`src/rtl/data_memory_arbiter.sv`:
```
// Round-robin arbiter sharing one single-ported data memory between an
// instruction-fetch port (A) and a load/store port (B), with fixed-length access sequencing.
module data_memory_arbiter #(
    parameter int DEPTH   = 16,
    parameter int LATENCY = 2
) (
    input  logic        clock,
    input  logic        reset,
    input  logic        aReq,
    input  logic        aWrite,
    input  logic [31:0] aAddress,
    input  logic [31:0] aWriteData,
    output logic        aGrant,
    output logic        aDone,
    output logic [31:0] aReadData,
    input  logic        bReq,
    input  logic        bWrite,
    input  logic [31:0] bAddress,
    input  logic [31:0] bWriteData,
    output logic        bGrant,
    output logic        bDone,
    output logic [31:0] bReadData,
    output logic [31:0] memAddress,
    output logic [31:0] memWriteData,
    output logic        memRead,
    output logic        memWrite,
    input  logic [31:0] memReadData,
    output logic        addrError
);

    localparam logic [3:0]  LAST_CNT  = 4'(LATENCY - 1);
    localparam logic [31:0] DEPTH_W   = 32'(DEPTH);

    typedef enum logic [1:0] {IDLE, ACCESS, DONE} state_t;

    state_t      state_q, state_d;
    logic        ptr_q, ptr_d;          // 0 = A has priority, 1 = B
    logic        owner_q, owner_d;      // 0 = A owns the memory, 1 = B
    logic        op_write_q, op_write_d;
    logic        in_range_q, in_range_d;
    logic        run_q, run_d;          // high while the strobe window is open
    logic [3:0]  cnt_q, cnt_d;
    logic [31:0] addr_q, addr_d;
    logic [31:0] wdata_q, wdata_d;
    logic [31:0] a_rdata_q, a_rdata_d;
    logic [31:0] b_rdata_q, b_rdata_d;

    logic        win_b;
    logic [31:0] sel_addr;
    logic [31:0] rd_value;

    assign win_b    = bReq && (!aReq || ptr_q);
    assign sel_addr = win_b ? bAddress : aAddress;
    assign rd_value = in_range_q ? memReadData : 32'h0;

    always_ff @(posedge clock or negedge reset) begin
        if (!reset) begin
            state_q    <= IDLE;
            ptr_q      <= 1'b0;
            owner_q    <= 1'b0;
            op_write_q <= 1'b0;
            in_range_q <= 1'b0;
            run_q      <= 1'b0;
            cnt_q      <= 4'd0;
            addr_q     <= 32'h0;
            wdata_q    <= 32'h0;
            a_rdata_q  <= 32'h0;
            b_rdata_q  <= 32'h0;
        end else begin
            state_q    <= state_d;
            ptr_q      <= ptr_d;
            owner_q    <= owner_d;
            op_write_q <= op_write_d;
            in_range_q <= in_range_d;
            run_q      <= run_d;
            cnt_q      <= cnt_d;
            addr_q     <= addr_d;
            wdata_q    <= wdata_d;
            a_rdata_q  <= a_rdata_d;
            b_rdata_q  <= b_rdata_d;
        end
    end

    always_comb begin
        state_d    = state_q;
        ptr_d      = ptr_q;
        owner_d    = owner_q;
        op_write_d = op_write_q;
        in_range_d = in_range_q;
        run_d      = run_q;
        cnt_d      = cnt_q;
        addr_d     = addr_q;
        wdata_d    = wdata_q;
        a_rdata_d  = a_rdata_q;
        b_rdata_d  = b_rdata_q;

        case (state_q)
            IDLE: begin
                if (aReq || bReq) begin
                    owner_d    = win_b;
                    ptr_d      = !win_b;
                    op_write_d = win_b ? bWrite : aWrite;
                    addr_d     = sel_addr;
                    wdata_d    = win_b ? bWriteData : aWriteData;
                    in_range_d = sel_addr < DEPTH_W;
                    run_d      = 1'b0;
                    cnt_d      = 4'd0;
                    state_d    = ACCESS;
                end
            end
            ACCESS: begin
                // The grant cycle opens the strobe window; the window then spans LATENCY cycles.
                if (!run_q) begin
                    run_d = 1'b1;
                    cnt_d = 4'd0;
                end else if (cnt_q == LAST_CNT) begin
                    run_d   = 1'b0;
                    state_d = DONE;
                    if (!op_write_q) begin
                        if (owner_q) b_rdata_d = rd_value;
                        else         a_rdata_d = rd_value;
                    end
                end else begin
                    cnt_d = cnt_q + 4'd1;
                end
            end
            DONE: begin
                state_d = IDLE;
            end
            default: begin
                state_d = IDLE;
            end
        endcase
    end

    logic busy;
    logic strobe;
    logic in_done;

    assign busy    = state_q != IDLE;
    assign strobe  = run_q && in_range_q;
    assign in_done = state_q == DONE;

    assign aGrant       = busy && !owner_q;
    assign bGrant       = busy && owner_q;
    assign aDone        = in_done && !owner_q;
    assign bDone        = in_done && owner_q;
    assign addrError    = in_done && !in_range_q;
    assign memRead      = strobe && !op_write_q;
    assign memWrite     = strobe && op_write_q;
    assign memAddress   = addr_q;
    assign memWriteData = wdata_q;
    assign aReadData    = a_rdata_q;
    assign bReadData    = b_rdata_q;

endmodule

```
`config.mk`:
```
export PLATFORM = sky130hd
export DESIGN_NAME = data_memory_arbiter
export DESIGN_NICKNAME = d
export VERILOG_FILES = /design/src/rtl/data_memory_arbiter.sv
export SDC_FILE = /design/constraint.sdc
export NUM_CORES = 1
export LEC_CHECK = 0
export BUFFER_PORTS_ARGS = -buffer_cell sky130_fd_sc_hd__buf_2
export CAP_MARGIN = 20
export CORE_MARGIN = 2
export CORE_UTILIZATION = 46
export DETAILED_ROUTE_END_ITERATION = 8
export PLACE_DENSITY = 0.79
export SYNTH_ARGS = -nofsm -noshare
export SYNTH_HDL_FRONTEND = slang
export SYNTH_SLANG_ARGS = --single-unit
```
`constraint.sdc`:
```
create_clock -name clock -period 2 [get_ports clock]
set_input_delay 0.3 -clock clock [delete_from_list [all_inputs] [get_ports clock]]
set_output_delay 0.3 -clock clock [all_outputs]
set_load 0.005 [all_outputs]
```
==> key figures <==
Critical path
  • CP max stage cell: or4_4
  • Worst path bufs/invs: 2
  • Family with the most delay on the worst path: simple AND/OR/NAND/NOR gates
  • CP endpoint kind: flop
  • Worst EP arrival: between 2 and 2.5 ns
  • Crit path launch: cnt_q[1]$_DFFE_PN0P_
  • Crit path cell chain: inv_1 > ha_1 > nand4bb_4 > or4_4 > buf_12 > nand2_1 > o21ai_2
  • Crit-path max cell delay: between 0.5 and 0.6 ns
  • Kind of critical path: reg -> reg
  • CP Max Fanout: 64
  • Critical Path Source Type: flop
  • Req. time, crit path: 2.29 ns
  • Critical R2R Launch: cnt_q[1]$_DFFE_PN0P_

Outcome
  • Run status: complete, no violations

Hold path
  • Worst hold start: bWriteData[18]
  • HP Class: in -> reg

Synthesis
  • Largest family of logic cells by synthesized area: simple AND/OR/NAND/NOR gates
  • Cell area after synthesis: 0.006096 mm2
  • Adder-Cell Fraction of Synth Area: less than 1%
  • Post-Synth XOR/XNOR Area: 0%
  • Mux cell area share after synthesis: around 4.6%
  • Cells after Synth: a little over 600
  • Compound-Gate Fraction of Synth Area: roughly 16%
  • Avg Cell Area, Syn: 10.08 um2
  • Register bit total from synthesis: approximately 140
  • Yosys warns: 0
  • Sequential-to-total area share from yosys stat: 57.06%
  • Simple-gate share of the synthesized area: 17.16%
  • Synth unique cells: 32
  • Mapped Nets: slightly below 800

Pwr
  • IR drop worst, VDD: ~0.66 mV
  • Power per cell area: 1479 mW/mm2
  • Leak: around 0.0044 uW
  • Clock share of power: 23.2%
  • P_sw: around 4200 uW
  • Sequential share of power: between 40% and 50%
  • Comb pwr share: between 30% and 40%
  • Sw Ratio: between 30% and 40%
  • Internal: about 8000 uW

Cells and area
  • Multi-input gate area: between 0.002 and 0.0025 mm2
  • Commonest non-fill, non-tap cell in the layout: buf_2
  • Synth-to-Final Area Change: 35.73%
  • Seq. cell area: roughly 0.0035 mm2
  • Fraction of layout cells with a size suffix above 1: between 40% and 50%
  • Non-Filler Instances: 1086
  • # diodes: 0
  • Fillers: 1117
  • Most frequent cells in the layout: buf_2, nand2_1, dfrtp_1
  • Nets@finish: around 1100

STA
  • Skew final: 0.006789 ns
  • Maximum clock rate: between 0.5 and 0.6 GHz
  • Least-Margin Pin Slew: between 0.5 and 0.6 ns
  • RSZ-0062 raised after global routing: false
  • Final worst-path cycle share: ~90%
  • Worst hold slack: about 0.079 ns
  • Setup Viol. Count Final: 0
  • Fin Setup TNS: 0 ns
  • Crit path time final: about 1.8 ns
  • Worst relative slew slack: between 60% and 70%
  • Final hold vios: 0
  • Slew Limit Fails: 0

Global routing
  • Total global-route track usage: a little under a quarter
  • Largest net degree at the start of global routing: 65
  • Number of global-route vias before repair: 5265
  • GRT overflow: 0
  • Initial antenna violation count: 0
  • Global-route wire length before repair: 25980 um

CTS
  • Root buffer cell: clkbuf_16
  • CTS H-tree lvls: 4
  • Clock sink count: 139
  • CTS max path bufs: 2
  • Post-CTS setup buffer count: 0
  • Worst-path clk slew: approximately 0.060 ns
  • Clk Latency, worst-skew pair: between 0.4 and 0.5 ns
  • Post-cts resize count: 0
  • CTS buffer count: 17
  • CTS tree: done

Floorplan
  • Die Ht: about 120 um
  • Overall die width: ~120 um
  • # rows: 42
  • Total core area: around 0.013 mm2
  • I/O pins: 301
  • Initial core utilization: 46.59%
  • Die area: between 0.01 and 0.015 mm2

Routing
  • Routed Antenna Nets: 0
  • Via count: around 5500
  • First-pass iteration count of the detailed router: 7
  • Wire length per cell: around 15 um
  • Via density: 5.035
  • WL final: around 16000 um
  • DRC viols: 0
  • Drt initial violations: between 200 and 300

Place
  • Final HPWL DP: between 10000 and 15000 um
  • Global placement routability congestion: around 0.86
  • Placed insts: around 1100
  • Buffers added on ports: 300

Flow run
  • Max Cap Violations: 0
## worst reg2reg max path, stage by stage (launching register included)
cell and delay, ns:
dfrtp_1 0.39, inv_1 0.07, ha_1 0.19, nand4bb_4 0.13
or4_4 0.51, buf_12 0.22, nand2_1 0.16, o21ai_2 0.06
## Yosys cell counts
library cell  instances  area [um2]
buf_8                 1       15.01
a22oi_1              38       285.3
ha_1                  2       25.02
inv_1                 4       15.01
nand4_1               2       12.51
a31oi_1               1       6.260
clkbuf_1             13       48.80
nor4b_1               1       8.760
nand2_1             205       769.5
nor4_1               11       68.82
a41oi_1               1       8.760
or4_1                 1       7.510
o21ai_1              18       90.09
o21ai_2              43       376.6
nor3_1                4       20.02
buf_2                 9       45.04
and3_1                2       12.51
nor2_1               13       48.80
o21ai_0              37       185.2
or4_4                 2       22.52
a21oi_1               2       10.01
buf_6                13       146.4
dfrtp_1             139        3478
mux2i_1              28       280.3
or2_1                 1       6.260
nor2b_1               2       12.51
nand4bb_4             1       27.53
nand3_1               2       10.01
a21o_1                3       22.52
buf_1                 3       11.26
or3_1                 1       6.260
nand2b_1              2       12.51
## stage by stage
stage | power (uW) | setup WS [ns] | cell area [um2] | util (%)
finish | 12240 | 0.1532 | 8274 | 63.23
global route | 13150 | 0.03016 | 8274 | 63.23
CTS | 12370 | 0.1467 | 8274 | 63.23
detailed placement | 9485 | 0.1426 | 7731 | 59.08
global placement | 9297 | 0.2033 | 7731 | 59.08
floorplan | 7316 | 0.2538 | 6096 | -
## cell families (layout without fill, tap and decap cells)
family / count (synthesis) / count (layout)
DFF: 139 / 139
AOI/OAI and AO/OA: 143 / 143
and+or+nand+nor: 250 / 250
buffers and inverters: 43 / 348
muxes: 28 / 28
adders and majority gates: 2 / 2
## final cells by class
type / count / share of cell area, %
Clock buffer: 21 / 5.565
Clock inverter: 8 / 0.8771
Inverter: 4 / 0.1815
Multi-Input combinational cell: 423 / 28.46
Sequential cell: 139 / 42.04
Tap cell: 176 / 2.661
Timing Repair Buffer: 315 / 20.22
## final timing paths
check | endpoint | slack [ns] | depth (start not counted)
setup / recovery | aReadData[9]$_DFFE_PN0P_ | 0.15 | 7
hold / removal | memWriteData[18]$_DFFE_PN0P_ | 0.08 | 3
setup reg to reg | aReadData[9]$_DFFE_PN0P_ | 0.15 | 7
hold reg to reg | bReadData[13]$_DFFE_PN0P_ | 0.47 | 2
max in group asynchronous | bReadData[14]$_DFFE_PN0P_ | 0.94 | 3
min in group asynchronous | bReadData[20]$_DFFE_PN0P_ | 0.41 | 2
## what timing repair did
action                                  4_1_cts  5_1_grt
endpoints found under the setup margin        0        0
hold buffers                                  1        0
hold endpoints to repair                     49        0
## power groups by stage
stage	clock network (uW)	logic, uW	registers (uW)
3_3_place_gp	0	4360	4940
4_1_cts	2900	4520	4950
5_1_grt	3040	5000	5110
2_1_floorplan	0	2280	5030
3_5_place_dp	0	4500	4980
6_report	2840	4460	4940
## flip-flops by register name, summed over array words and instances, names as in the netlist
signal        cells
op_write_q        1
memWriteData     32
cnt_q             4
memAddress       32
aReadData        32
owner_q           1
run_q             1
bReadData        32
ptr_q             1
in_range_q        1
state_q           2
## layer usage
metal	share of wire [%]	global-route usage (%)
met5	0	0
met4	3.1	10.27
met3	6.9	5.412
met2	49	38.54
met1	41	29.13
Power figures use the tool's default switching activity.
